===== src/rtl/lcd1602_bus_ctrl_if.sv =====
// Bus bundle for lcd1602_bus_ctrl: CPU-side write FIFO port plus the LCD1602 header pins.
// The master modport is the environment (CPU decode + LCD pads); slave is the controller.
interface lcd1602_bus_ctrl_if;
    logic       wr_stb;
    logic       wr_rs;
    logic [7:0] wr_data;
    logic       full;
    logic       busy;
    logic       ovf;
    logic       lcd_e;
    logic       lcd_rw;
    logic       lcd_rs;
    logic [7:0] lcd_d_out;
    logic       lcd_d_oe;
    logic [7:0] lcd_d_in;

    modport master (
        output wr_stb, wr_rs, wr_data, lcd_d_in,
        input  full, busy, ovf, lcd_e, lcd_rw, lcd_rs, lcd_d_out, lcd_d_oe
    );

    modport slave (
        input  wr_stb, wr_rs, wr_data, lcd_d_in,
        output full, busy, ovf, lcd_e, lcd_rw, lcd_rs, lcd_d_out, lcd_d_oe
    );
endinterface


===== src/rtl/lcd1602_bus_ctrl.sv =====
// Autonomous HD44780/LCD1602 write sequencer fed by a small {rs,data} FIFO.
// Define LCD_BUSY_POLL_EN to replace the fixed post-write wait with a busy-flag poll.
module lcd1602_bus_ctrl #(
    parameter int DEPTH   = 4,
    parameter int T_AS    = 2,
    parameter int T_PW    = 12,
    parameter int T_H     = 2,
    parameter int T_EXEC  = 1000,
    parameter int T_CLEAR = 36500
) (
    input  logic              in_clock,
    input  logic              rst,
    lcd1602_bus_ctrl_if.slave bus
);

    localparam int AW = $clog2(DEPTH);

    localparam logic [15:0] AS_LD    = 16'(T_AS - 1);
    localparam logic [15:0] PW_LD    = 16'(T_PW - 1);
    localparam logic [15:0] H_LD     = 16'(T_H - 1);
    localparam logic [15:0] EXEC_LD  = 16'(T_EXEC - 1);
    localparam logic [15:0] CLEAR_LD = 16'(T_CLEAR - 1);

    typedef enum logic [2:0] {
        S_IDLE,
        S_SETUP,
        S_PULSE,
        S_HOLD,
        S_WAIT,
        S_POLL_SETUP,
        S_POLL_PULSE,
        S_POLL_HOLD
    } state_e;

    typedef struct packed {
        logic       rs;
        logic [7:0] data;
    } entry_t;

    // ------------------------------------------------------------------ FIFO
    entry_t        mem_q [DEPTH];
    logic [AW:0]   wr_ptr_q, wr_ptr_d;
    logic [AW:0]   rd_ptr_q, rd_ptr_d;
    logic          full_q, full_d;
    logic          busy_q, busy_d;
    logic          ovf_q;
    logic          push, pop, fifo_nempty;

    state_e        state_q, state_d;
    logic [15:0]   cnt_q, cnt_d;
    entry_t        hold_q, hold_d;

    assign fifo_nempty = (wr_ptr_q != rd_ptr_q);
    assign push        = bus.wr_stb && !full_q;
    assign pop         = (state_q == S_IDLE) && fifo_nempty;

    assign wr_ptr_d = push ? wr_ptr_q + (AW + 1)'(1) : wr_ptr_q;
    assign rd_ptr_d = pop  ? rd_ptr_q + (AW + 1)'(1) : rd_ptr_q;
    assign full_d   = ((wr_ptr_d - rd_ptr_d) == (AW + 1)'(DEPTH));
    assign busy_d   = (wr_ptr_d != rd_ptr_d) || (state_d != S_IDLE);

    // NOTE: storage array has no reset; emptiness is defined by the pointers alone.
    always_ff @(posedge in_clock) begin
        if (push) begin
            mem_q[wr_ptr_q[AW-1:0]] <= '{rs: bus.wr_rs, data: bus.wr_data};
        end
    end

    // NOTE: all state uses non-blocking assignments so every register samples pre-edge values.
    always_ff @(posedge in_clock or negedge rst) begin
        if (!rst) begin
            wr_ptr_q <= '0;
            rd_ptr_q <= '0;
            full_q   <= 1'b0;
            busy_q   <= 1'b0;
            ovf_q    <= 1'b0;
        end else begin
            wr_ptr_q <= wr_ptr_d;
            rd_ptr_q <= rd_ptr_d;
            full_q   <= full_d;
            busy_q   <= busy_d;
            ovf_q    <= ovf_q | (bus.wr_stb & full_q);
        end
    end

    // ------------------------------------------------------------------ FSM
    logic cnt_done;
    logic is_clear;

    assign cnt_done = (cnt_q == '0);
    // Clear display / return home need the long execution time.
    assign is_clear = !hold_q.rs && (hold_q.data >= 8'h01) && (hold_q.data <= 8'h03);

`ifdef LCD_BUSY_POLL_EN
    logic        bf_q, bf_d;
    logic [15:0] poll_cnt_q, poll_cnt_d;
`endif

    always_ff @(posedge in_clock or negedge rst) begin
        if (!rst) begin
            state_q    <= S_IDLE;
            cnt_q      <= '0;
            hold_q     <= '0;
`ifdef LCD_BUSY_POLL_EN
            bf_q       <= 1'b0;
            poll_cnt_q <= '0;
`endif
        end else begin
            state_q    <= state_d;
            cnt_q      <= cnt_d;
            hold_q     <= hold_d;
`ifdef LCD_BUSY_POLL_EN
            bf_q       <= bf_d;
            poll_cnt_q <= poll_cnt_d;
`endif
        end
    end

    // NOTE: every comb output gets a default first, so no path can infer a latch.
    always_comb begin
        state_d = state_q;
        cnt_d   = cnt_q;
        hold_d  = hold_q;
`ifdef LCD_BUSY_POLL_EN
        bf_d       = bf_q;
        poll_cnt_d = (poll_cnt_q == 16'hFFFF) ? poll_cnt_q : poll_cnt_q + 16'd1;
`endif
        unique case (state_q)
            S_IDLE: begin
                if (fifo_nempty) begin
                    hold_d  = mem_q[rd_ptr_q[AW-1:0]];
                    state_d = S_SETUP;
                    cnt_d   = AS_LD;
                end
            end
            S_SETUP: begin
                if (cnt_done) begin
                    state_d = S_PULSE;
                    cnt_d   = PW_LD;
                end else begin
                    cnt_d = cnt_q - 16'd1;
                end
            end
            S_PULSE: begin
                if (cnt_done) begin
                    state_d = S_HOLD;
                    cnt_d   = H_LD;
                end else begin
                    cnt_d = cnt_q - 16'd1;
                end
            end
            S_HOLD: begin
                if (cnt_done) begin
`ifdef LCD_BUSY_POLL_EN
                    state_d    = S_POLL_SETUP;
                    cnt_d      = AS_LD;
                    poll_cnt_d = '0;
`else
                    state_d = S_WAIT;
                    cnt_d   = is_clear ? CLEAR_LD : EXEC_LD;
`endif
                end else begin
                    cnt_d = cnt_q - 16'd1;
                end
            end
            S_WAIT: begin
                if (cnt_done) begin
                    state_d = S_IDLE;
                end else begin
                    cnt_d = cnt_q - 16'd1;
                end
            end
`ifdef LCD_BUSY_POLL_EN
            S_POLL_SETUP: begin
                if (cnt_done) begin
                    state_d = S_POLL_PULSE;
                    cnt_d   = PW_LD;
                end else begin
                    cnt_d = cnt_q - 16'd1;
                end
            end
            S_POLL_PULSE: begin
                if (cnt_done) begin
                    bf_d    = bus.lcd_d_in[7];
                    state_d = S_POLL_HOLD;
                    cnt_d   = H_LD;
                end else begin
                    cnt_d = cnt_q - 16'd1;
                end
            end
            S_POLL_HOLD: begin
                // The total poll budget stops a missing LCD from hanging the block.
                if (cnt_done) begin
                    if (bf_q && (poll_cnt_q < CLEAR_LD)) begin
                        state_d = S_POLL_SETUP;
                        cnt_d   = AS_LD;
                    end else begin
                        state_d = S_IDLE;
                    end
                end else begin
                    cnt_d = cnt_q - 16'd1;
                end
            end
`endif
            default: begin
                state_d = S_IDLE;
                cnt_d   = '0;
            end
        endcase
    end

    // -------------------------------------------------------------- outputs
    always_comb begin
        bus.lcd_e     = 1'b0;
        bus.lcd_rw    = 1'b0;
        bus.lcd_rs    = hold_q.rs;
        bus.lcd_d_out = hold_q.data;
        bus.lcd_d_oe  = 1'b0;
        unique case (state_q)
            S_SETUP, S_HOLD: begin
                bus.lcd_d_oe = 1'b1;
            end
            S_PULSE: begin
                bus.lcd_d_oe = 1'b1;
                bus.lcd_e    = 1'b1;
            end
`ifdef LCD_BUSY_POLL_EN
            S_POLL_SETUP, S_POLL_HOLD: begin
                bus.lcd_rs = 1'b0;
                bus.lcd_rw = 1'b1;
            end
            S_POLL_PULSE: begin
                bus.lcd_rs = 1'b0;
                bus.lcd_rw = 1'b1;
                bus.lcd_e  = 1'b1;
            end
`endif
            default: begin
            end
        endcase
    end

    assign bus.full = full_q;
    assign bus.busy = busy_q;
    assign bus.ovf  = ovf_q;

endmodule

===== src/flat_wrapper.sv =====
// flat-port wrapper written by rule: the top's interface ports become plain ports
module lcd1602_bus_ctrl_flat 
#(
    parameter int DEPTH   = 4,
    parameter int T_AS    = 2,
    parameter int T_PW    = 12,
    parameter int T_H     = 2,
    parameter int T_EXEC  = 1000,
    parameter int T_CLEAR = 36500
)
  (in_clock, rst, bus_wr_stb, bus_wr_rs, bus_wr_data, bus_lcd_d_in, bus_full, bus_busy, bus_ovf, bus_lcd_e, bus_lcd_rw, bus_lcd_rs, bus_lcd_d_out, bus_lcd_d_oe);
  lcd1602_bus_ctrl_if bus_i ();
  input  logic in_clock;
  input  logic rst;
  input wire logic [$bits(bus_i.wr_stb)-1:0] bus_wr_stb;
  input wire logic [$bits(bus_i.wr_rs)-1:0] bus_wr_rs;
  input wire logic [$bits(bus_i.wr_data)-1:0] bus_wr_data;
  input wire logic [$bits(bus_i.lcd_d_in)-1:0] bus_lcd_d_in;
  output wire logic [$bits(bus_i.full)-1:0] bus_full;
  output wire logic [$bits(bus_i.busy)-1:0] bus_busy;
  output wire logic [$bits(bus_i.ovf)-1:0] bus_ovf;
  output wire logic [$bits(bus_i.lcd_e)-1:0] bus_lcd_e;
  output wire logic [$bits(bus_i.lcd_rw)-1:0] bus_lcd_rw;
  output wire logic [$bits(bus_i.lcd_rs)-1:0] bus_lcd_rs;
  output wire logic [$bits(bus_i.lcd_d_out)-1:0] bus_lcd_d_out;
  output wire logic [$bits(bus_i.lcd_d_oe)-1:0] bus_lcd_d_oe;
  assign bus_i.wr_stb = bus_wr_stb;
  assign bus_i.wr_rs = bus_wr_rs;
  assign bus_i.wr_data = bus_wr_data;
  assign bus_i.lcd_d_in = bus_lcd_d_in;
  assign bus_full = bus_i.full;
  assign bus_busy = bus_i.busy;
  assign bus_ovf = bus_i.ovf;
  assign bus_lcd_e = bus_i.lcd_e;
  assign bus_lcd_rw = bus_i.lcd_rw;
  assign bus_lcd_rs = bus_i.lcd_rs;
  assign bus_lcd_d_out = bus_i.lcd_d_out;
  assign bus_lcd_d_oe = bus_i.lcd_d_oe;
  lcd1602_bus_ctrl #(.DEPTH(DEPTH), .T_AS(T_AS), .T_PW(T_PW), .T_H(T_H), .T_EXEC(T_EXEC), .T_CLEAR(T_CLEAR)) u_core (.in_clock(in_clock), .rst(rst), .bus(bus_i));
endmodule

===== config.mk =====
export PLATFORM = sky130hd
export DESIGN_NAME = lcd1602_bus_ctrl_flat
export DESIGN_NICKNAME = d
export VERILOG_FILES = /design/src/rtl/lcd1602_bus_ctrl_if.sv /design/src/rtl/lcd1602_bus_ctrl.sv /design/src/flat_wrapper.sv
export SDC_FILE = /design/constraint.sdc
export NUM_CORES = 1
export LEC_CHECK = 0
export CAP_MARGIN = 15
export CELL_PAD_IN_SITES_DETAIL_PLACEMENT = 0
export CELL_PAD_IN_SITES_GLOBAL_PLACEMENT = 1
export CORE_ASPECT_RATIO = 1.25
export CORE_MARGIN = 5
export CORE_UTILIZATION = 42
export CTS_CLUSTER_DIAMETER = 60
export DETAILED_ROUTE_END_ITERATION = 10
export HOLD_SLACK_MARGIN = 0.06
export MAX_ROUTING_LAYER = met4
export PLACE_DENSITY = 0.73
export RECOVER_POWER = 50
export SYNTH_ARGS = -nofsm -noshare
export SYNTH_HDL_FRONTEND = slang
export SYNTH_SLANG_ARGS = --single-unit

===== constraint.sdc =====
create_clock -name in_clock -period 2.54 [get_ports in_clock]
set_clock_uncertainty 0.15 [all_clocks]
set_input_delay 0.508 -clock in_clock [delete_from_list [all_inputs] [get_ports in_clock]]
set_output_delay 0.508 -clock in_clock [all_outputs]
set_load 0.1 [all_outputs]

After elaboration in Yosys (flattened, before gate mapping). Memories as Yosys holds them, arrays and structs flattened. A register that Yosys moved wholly into a read port is not among the register bits. Cells that the tools add are included. W data, S select, Z words.

Bits in writable memories: 36. Word-level logic and storage cells: 58. Register bits: 28. Memories: 1. Bits of input ports: 20. Output and inout port bits: 15.

Memories: u_core.mem_q (depth 4, bits a word 9, rd ports 1, clocked after Yosys merged registers in 1, wr ports 1, RTL line lcd1602_bus_ctrl.sv:41) `entry_t mem_q [DEPTH];`.

Bitwise gates (word level): 2. $add $sub $neg: 4. $lt $le $gt $ge: 2. Reduce and logical (&&, ||, !) cells: 14. Muxes and demuxes: 19. Eq/ne operators: 9.

Operators by type and width (count): $mux W16 (6); $pmux W16 S5 (1); $mux W3 (7); $logic_not A16 Y1 (1); $sub A16 B1 Y16 const B (1); $pmux W3 S5 (1); $ge A8 B1 Y1 const B (1); $le A8 B2 Y1 const B (1); $add A3 B1 Y3 const B (2); $eq A3 B2 Y1 const B (2); $eq A3 B3 Y1 const B (2); $ne A3 B3 Y1 (2); $logic_and A1 B1 Y1 (4); $mux W1 (4); $reduce_and A2 Y1 (2); $eq A3 B1 Y1 const B (1); $logic_not A1 Y1 (3); $logic_not A3 Y1 (1); $reduce_bool A3 Y1 (1); $reduce_or A3 Y1 (1); $sub A3 B3 Y3 (1); $ne A2 B1 Y1 const B (1); $ne A2 B2 Y1 const B (1); $and A1 B1 Y1 (1); 2 further kinds (2).

Longest topological paths before layout. Gate-level depths: netlist of run 1.

Word-level depth: 6. Gate-level depth with buffers: 9. Mapped depth without buffers: 8.

Worst setup path before layout of run 1. Ideal clock, no wire load.

Path kind: flip-flop to output port. Start: register u_core.state_q[2]. End: output port bus_lcd_e. Cell stages (with the launch flop): 4. Setup slack: -1.035 ns. Required time: 1.882 ns. Path buffers: 2. Data arrival time: 2.917 ns. Path through: dfrtp_1 buf_2 clkbuf_1 nor3b_1.

Longest elaborated chain between the ends: 2.

Ends and longest elaborated chain: start: declaration (RTL line lcd1602_bus_ctrl.sv:49) `state_e state_q, state_d;`; start signal: assignment (RTL line lcd1602_bus_ctrl.sv:109) `state_q <= state_d;`; $eq A3 B2 Y1 (RTL line lcd1602_bus_ctrl.sv:219) `unique case (state_q)`; $mux W1 (RTL line lcd1602_bus_ctrl.sv:219); end: declaration (RTL line flat_wrapper.sv:22) `output wire logic [$bits(bus_i.lcd_e)-1:0] bus_lcd_e;`.

No other way between the ends.

Final worst setup path of run 1.
Start: register u_core.state_q[1]. End: output port bus_lcd_d_oe.

Longest elaborated chain between the ends: 3. Elaborated cells between the ends (all ways): 5. Classes of those cells: 3 x eq/ne; 1 x mux; 1 x reduce/logical.

Ends and longest elaborated chain: $eq A3 B1 Y1 / $eq A3 B2 Y1 (equally long branches) (RTL line lcd1602_bus_ctrl.sv:219); $reduce_or A3 Y1 (no line) *; $mux W1 * (RTL line lcd1602_bus_ctrl.sv:219); end: declaration (RTL line flat_wrapper.sv:26) `output wire logic [$bits(bus_i.lcd_d_oe)-1:0] bus_lcd_d_oe;`.

Every way passes the cells marked *; elsewhere a longest branch is shown, timed or not.

==> results.json, run 1 <==
{
  "start_kind": "register",
  "nets": 359,
  "hold_viol_final": 0,
  "layout_common_cells": "dfrtp_1 (37), edfxtp_1 (36), buf_4 (30)",
  "ys_types": 58,
  "vias_per_cell": 5.62,
  "syn_area_per_cell_um2": 12.6,
  "hpwl_um": 5590,
  "cp.required_ps": 1880,
  "grt-ovfl-total": 0,
  "cts_root_buffer": "clkbuf_8",
  "ctsHoldBuffers": 0,
  "routed-via-count": 2427,
  "worstPathCellList": "buf_4 > or2_1 > nand2b_1 > inv_2 > buf_12",
  "ctsResizeCount": 0,
  "post_cts_buffers": 0,
  "synth_top_cell_by_area": "edfxtp_1",
  "crit_fanout": 8,
  "synth_top_area_frac": 0.302,
  "fillers": 723,
  "grt_max_degree": 38,
  "muxShareOfSynthArea": 0.0937,
  "cp_data_arrival_time_ps": 1690,
  "cp_slowest_cell": "dfrtp_1",
  "status": "complete, no violations",
  "synth_top_family_by_area": "simple AND/OR/NAND/NOR gates",
  "period_share": 0.924,
  "clk_latency_ps": 360,
  "drv_slew": 0,
  "die_w_um": 92.6,
  "setup_viol": 0,
  "initial_utilization": 0.432,
  "dieArea_um2": 10500,
  "yosysWarnings": 0,
  "drtIter0Drc": 203,
  "ys_seq_elements": 73,
  "drc": 0,
  "clock_sinks": 73,
  "drive_gt1_frac": 0.248,
  "worst-setup-path-type": "register to output port",
  "cts_made_buffers": 9,
  "die_y_um": 113,
  "clockBufferDepth": 2,
  "worstHoldPathType": "input port to asynchronous set/reset pin",
  "rows": 37,
  "post_drt_wl_per_cell_um": 17.9,
  "ys_seq_area_frac": 0.561,
  "endpoint_kind": "output port",
  "track_usage": 0.165,
  "synth_nets": 314,
  "gp_congestion": 0.856,
  "ant_nets": 0,
  "grt_pass1_vias": 2467,
  "tns_ps": 0,
  "yosys.area_share.simple": 0.133,
  "relSlewSlack": 0.229,
  "fin_crit_ps": 2350,
  "synth_area_leaders": "edfxtp_1 (30%), dfrtp_1 (26%), mux4_2 (5.7%)",
  "synthesis.instances": 285,
  "grt_setup_unrepaired": "false",
  "cp_num_buf_inv": 3,
  "grt_pass1_wl_um": 12700,
  "tightest_slew_ps": 1160,
  "cap_violations": 0,
  "syn_area_um2": 3580,
  "antenna_cells": 0,
  "synth-compound-area-share": 0.116,
  "max_freq_ghz": 0.426,
  "antenna_found_initial": 0,
  "max_stage_delay_ps": 380,
  "placement.io_buffers": 25,
  "area_growth_pct": 17.7,
  "ios": 35,
  "routed_wl_um": 7750,
  "first_pass_iters": 5,
  "synth_adder_area_share": 0.0315,
  "cts_max_level": 3,
  "layout_commonest_cell": "dfrtp_1",
  "synthXorXnorAreaFrac": 0.0336,
  "crit_family": "buffers and inverters",
  "clk_pin_slew_ps": 90,
  "cts_tree": "done",
  "core_area_um2": 8290
}
-- path summary, 6_finish.rpt --
kind,end,slack [ps],start,depth (start not counted)
min reg2reg,u_core.bus.ovf,330,u_core.bus.ovf,1
min in group in_clock,u_core.bus.ovf,330,u_core.bus.ovf,1
min,u_core.cnt_q[11],140,rst,1
max reg2reg,u_core.bus.full,250,u_core.state_q[2],7
max in group asynchronous,u_core.wr_ptr_q[1],1510,rst,1
max,bus_lcd_d_oe,190,u_core.state_q[1],5
-- state kept, by name, summed over array words and instances (netlist names) --
name	flops
u_core.mem_q	36
u_core.cnt_q	16
u_core.bus.lcd_d_out	8
u_core.rd_ptr_q	3
u_core.state_q	3
u_core.wr_ptr_q	3
u_core.bus.busy	1
u_core.bus.full	1
u_core.bus.lcd_rs	1
u_core.bus.ovf	1
-- cell families (layout without fill, tap and decap cells) --
kind of cell    Yosys count  in the layout
fa+ha+maj                 9              9
compound gates           63             63
flops                    73             73
buf+inv                  22             72
xor+xnor                 12             12
other cells               1              1
simple gates             84             84
mux                      21             21
-- area by class of cell --
type | count | area [µm²] | share of cell area
Sequential cell | 73 | 2010 | 0.477
Multi-Input combinational cell | 190 | 1480 | 0.350
Timing Repair Buffer | 47 | 388 | 0.0921
Clock buffer | 9 | 124 | 0.0294
Tap cell | 97 | 121 | 0.0288
Clock inverter | 7 | 61.3 | 0.0146
Inverter | 9 | 33.8 | 0.00802
-- routing by layer --
metal	vias up	share of wire	track usage	wire (µm)
li1	1169	-	-	-
met1	1178	0.43	0.199	3300
met2	68	0.51	0.273	3970
met3	12	0.042	0.0226	324
met4	0	0.019	0.0753	148
met5	-	0	-	0
-- stage by stage --
step | area [µm²] | cells | util | hold WS (ps) | worst slack, ps
5_1_grt | 4210 | 432 | 0.508 | 235 | 118
6_report | 4210 | 432 | 0.508 | 139 | 194
3_5_place_dp | 4040 | 416 | 0.487 | 313 | 83.7
2_1_floorplan | 3590 | 285 | - | 62.4 | 32.9
3_3_place_gp | 4040 | 416 | 0.487 | 293 | 143
4_1_cts | 4220 | 432 | 0.510 | 128 | 172
-- cell usage after synthesis (all sizes together) --
| library cell | instances |
|---|---|
| mux2i | 2 |
| or3 | 6 |
| and2 | 5 |
| buf | 9 |
| ha | 9 |
| inv | 9 |
| nand4b | 1 |
| a21oi | 8 |
| mux4 | 9 |
| o211ai | 5 |
| nand2 | 24 |
| a2bb2oi | 2 |
| a32o | 2 |
| xnor2 | 9 |
| nor2b | 4 |
| nor2 | 13 |
| o311ai | 1 |
| nand4 | 3 |
| edfxtp | 36 |
| o22ai | 3 |
| nor3 | 11 |
| clkbuf | 4 |
| nand3 | 5 |
| conb | 1 |
| a211oi | 2 |
| and3 | 2 |
| and4b | 1 |
| a31oi | 10 |
| xnor3 | 1 |
| nand3b | 1 |
| o2bb2ai | 1 |
| o41ai | 1 |
| nand2b | 2 |
| nor3b | 1 |
| and4 | 1 |
| a211o | 1 |
| a21o | 5 |
| mux2 | 10 |
| or2 | 1 |
| o221ai | 1 |
| o21ai | 21 |
| dfrtp | 37 |
| nor4 | 3 |
| xor2 | 2 |
Power of run 1 is not shown: default switching activity piles up to over one toggle a cycle in this logic, so the estimate is an artifact.
==> inputs of run 2 (changes only) <==
- CTS_BUF_LIST: default -> sky130_fd_sc_hd__clkbuf_16
==> results.json, run 2 (synthesis gave the netlist of run 1 again) <==
{
  "crit_fanout": 8,
  "antenna_found_initial": 0,
  "ios": 35,
  "wirelength_met1_um": 3300,
  "cp_slowest_cell": "dfrtp_1",
  "grt_setup_unrepaired": "false",
  "clockBufferDepth": 2,
  "cp_data_arrival_time_ps": 1660,
  "relSlewSlack": 0.227,
  "initial_utilization": 0.432,
  "routed-via-count": 2431,
  "max_freq_ghz": 0.432,
  "post_drt_wl_per_cell_um": 18.0,
  "layout_commonest_cell": "dfrtp_1",
  "highest_layer": "met4",
  "area_growth_pct": 20.4,
  "vias_per_cell": 5.63,
  "cp.required_ps": 1880,
  "cts_made_buffers": 9,
  "ctsResizeCount": 0,
  "clk_latency_ps": 330,
  "dieArea_um2": 10500,
  "die_y_um": 113,
  "ff2ff_path_depth": 7,
  "tns_ps": 0,
  "layout_common_cells": "dfrtp_1 (37), edfxtp_1 (36), buf_4 (30)",
  "clock_sinks": 73,
  "met2_length_um": 4020,
  "track_usage": 0.165,
  "hpwl_um": 5590,
  "ctsHoldBuffers": 0,
  "endpoint_kind": "output port",
  "r2r_start": "u_core.state_q[2]",
  "grt_pass1_wl_um": 12800,
  "cp_num_buf_inv": 3,
  "worstHoldPathType": "input port to asynchronous set/reset pin",
  "setup_viol": 0,
  "max_stage_delay_ps": 380,
  "routed_wl_um": 7770,
  "drv_slew": 0,
  "drtIter0Drc": 169,
  "grt_pass1_vias": 2499,
  "largest_reg_flops": 36,
  "post_cts_buffers": 0,
  "cts_tree": "done",
  "grt_max_degree": 38,
  "reg2reg_setup_slack_ps": 250,
  "die_w_um": 92.6,
  "start_kind": "register",
  "antenna_cells": 0,
  "nets": 359,
  "cts_root_buffer": "clkbuf_16",
  "status": "complete, no violations",
  "period_share": 0.912,
  "grt-ovfl-total": 0,
  "rows": 37,
  "hold_viol_final": 0,
  "first_pass_iters": 4,
  "fin_crit_ps": 2320,
  "cap_violations": 0,
  "gp_congestion": 0.856,
  "tightest_slew_ps": 1160,
  "timing.rr.end": "u_core.bus.full",
  "drc": 0,
  "cts_max_level": 3,
  "ant_nets": 0,
  "worst-setup-path-type": "register to output port",
  "placement.io_buffers": 25,
  "clk_pin_slew_ps": 60,
  "crit_family": "buffers and inverters",
  "core_area_um2": 8290,
  "drive_gt1_frac": 0.242,
  "worstPathCellList": "buf_4 > or2_1 > nand2b_1 > inv_2 > buf_12",
  "route.met3.wl_um": 296
}
-- run 2: cell counts in the layout (fill, tap and decap cells not counted) --
Identical to the previous run, type by type.
-- run 2: worst register-to-register path, cell delays in order (launching register included) --
cell	delay [ps]
dfrtp_1	390
or3_4	420
a31oi_4	370
xor2_1	260
ha_1	170
nor2b_1	170
xnor2_1	90
and3_1	180
-- run 2: stage by stage --
| step | instances | utilization | setup slack (ps) | area [µm²] | hold WS [ps] |
|---|---|---|---|---|---|
| 3_5_place_dp | 416 | 0.487 | 83.7 | 4040 | 313 |
| 4_1_cts | 432 | 0.522 | 213 | 4320 | 167 |
| 2_1_floorplan | 285 | - | 32.9 | 3590 | 62.4 |
| 5_1_grt | 432 | 0.520 | 122 | 4310 | 271 |
| 3_3_place_gp | 416 | 0.487 | 143 | 4040 | 293 |
| 6_report | 432 | 0.520 | 223 | 4310 | 173 |
-- run 2: cell type report --
type	instances	area [µm²]
fill	712	3980
sequential	73	2010
multi-input combinational	190	1480
timing repair buffer	47	385
clock buffer	9	225
tap	97	121
clock inverter	7	61.3
inverter	9	33.8
-- run 2: routing by layer --
layer  GRT usage  up-vias
met5           -        -
met4      0.0694        0
met1       0.197     1194
met3      0.0246       12
met2       0.278       60
li1            -     1165
-- run 2: worst max path at each step --
stage / slack (ps) / depth (start not counted) / startpoint / end
floorplan: 30 / 6 / u_core.bus.full / u_core.bus.full
global placement: 140 / 7 / bus_wr_stb / u_core.bus.full
detailed placement: 80 / 7 / bus_wr_stb / u_core.bus.full
CTS: 210 / 5 / u_core.state_q[1] / bus_lcd_d_oe
global route: 120 / 6 / u_core.cnt_q[12] / u_core.cnt_q[6]
finish: 220 / 5 / u_core.state_q[1] / bus_lcd_d_oe
Power of run 2 is left out for the same reason.
==> inputs of run 3 (changes only) <==
- CORE_UTILIZATION: 42 -> 43
- CTS_BUF_LIST: sky130_fd_sc_hd__clkbuf_16 -> sky130_fd_sc_hd__clkbuf_2
- GPL_TIMING_DRIVEN: default -> 0
- PLACE_DENSITY: 0.73 -> 0.74
==> results.json, run 3 (synthesis gave the netlist of run 1 again) <==
{
  "cp.required_ps": 1880,
  "antenna_found_initial": 0,
  "drtIter0Drc": 119,
  "grt_pass1_wl_um": 13100,
  "crit_family": "buffers and inverters",
  "clock_sinks": 73,
  "crit_fanout": 3,
  "period_share": 0.960,
  "fin_area_um2": 4170,
  "die_y_um": 112,
  "cts_tree": "done",
  "routed-via-count": 2406,
  "cp_slowest_cell": "dlygate4sd2_1",
  "cts_max_level": 3,
  "fillers": 723,
  "grt-ovfl-total": 0,
  "cts_root_buffer": "clkbuf_2",
  "die_w_um": 91.6,
  "grt_setup_unrepaired": "false",
  "layout_commonest_cell": "dfrtp_1",
  "start_kind": "register",
  "clk_pin_slew_ps": 240,
  "hpwl_um": 5660,
  "endpoint_kind": "output port",
  "setup_viol": 0,
  "cts_made_buffers": 9,
  "grt_pass1_vias": 2595,
  "place_area_um2": 3960,
  "cap_violations": 0,
  "layout_common_cells": "dfrtp_1 (37), edfxtp_1 (36), nand2_1 (21)",
  "drc": 0,
  "gp_congestion": 0.902,
  "worst-setup-path-type": "register to output port",
  "area_growth_pct": 16.5,
  "cp_data_arrival_time_ps": 1780,
  "initial_utilization": 0.437,
  "clockBufferDepth": 2,
  "antenna_cells": 0,
  "ant_nets": 0,
  "nets": 354,
  "fin_crit_ps": 2440,
  "tightest_slew_ps": 967,
  "post_drt_wl_per_cell_um": 18.2,
  "drv_slew": 0,
  "track_usage": 0.168,
  "dieArea_um2": 10300,
  "grt_max_degree": 38,
  "placement.io_buffers": 25,
  "max_stage_delay_ps": 880,
  "clk_latency_ps": 520,
  "vias_per_cell": 5.63,
  "ios": 35,
  "fin_hold_ws_ps": 342,
  "routed_wl_um": 7760,
  "worstHoldPathType": "register to register",
  "first_pass_iters": 4,
  "rows": 37,
  "relSlewSlack": 0.358,
  "fin_util": 0.509,
  "largest_reg_flops": 36,
  "max_freq_ghz": 0.410,
  "drive_gt1_frac": 0.224,
  "status": "complete, no violations",
  "hold_viol_final": 0,
  "cp_num_buf_inv": 1,
  "worstPathCellList": "dlygate4sd2_1",
  "core_area_um2": 8190
}
run 3: cell types whose count changed in the layout (fill, tap and decap cells not counted), sizes merged:
cell | previous run | this run
buf | 32 | 16
dlygate4sd2 | 0 | 6
clkdlybuf4s15 | 0 | 5
inv | 12 | 9
clkinv | 2 | 4
dlygate4sd3 | 10 | 11
run 3: path summary, 6_finish.rpt:
path	startpoint	to	slack, ps	cells past startpoint
worst max-delay path	u_core.bus.lcd_d_out[1]	bus_lcd_d_out[1]	100	1
worst min-delay path	u_core.bus.full	u_core.bus.ovf	340	1
worst max register to register	u_core.cnt_q[3]	u_core.cnt_q[4]	160	8
worst min register to register	u_core.bus.full	u_core.bus.ovf	340	1
max in group asynchronous	rst	u_core.bus.lcd_d_out[2]	1160	2
min in group asynchronous	rst	u_core.cnt_q[3]	460	2
run 3: routing by layer:
metal	track usage	vias to the layer above	part of all wire
li1	-	1157	-
met1	0.199	1182	0.43
met2	0.279	52	0.51
met3	0.0385	15	0.039
met4	0.0584	0	0.020
met5	-	-	0
run 3: stage by stage:
stage,std cells,setup slack [ps],setup TNS [ps]
after floorplan,285,32.9,0
after global placement,407,-518,-6490
after detailed placement,407,-510,-1480
after CTS,425,8.60,0
after global routing,427,2.28,0
final,427,100,0
run 3: final cells by class:
type	count	area, µm²	share of cell area
tap	97	121	0.0291
inverter	9	42.5	0.0102
multi-input combinational	190	1510	0.363
timing repair buffer	30	302	0.0723
sequential	73	2010	0.481
buffer	12	90.1	0.0216
clock inverter	6	43.8	0.0105
clock buffer	10	50.0	0.0120
run 3: timing repair:
| action | in CTS | in global routing |
|---|---|---|
| setup buffers | 1 | 3 |
| gates resized for setup | 38 | 21 |
| pin swaps | 0 | 1 |
| hold endpoints to repair | 37 | 0 |
| hold buffers | 1 | 0 |
| endpoints found under the setup margin | 16 | 16 |
Power of run 3 is left out for the same reason.
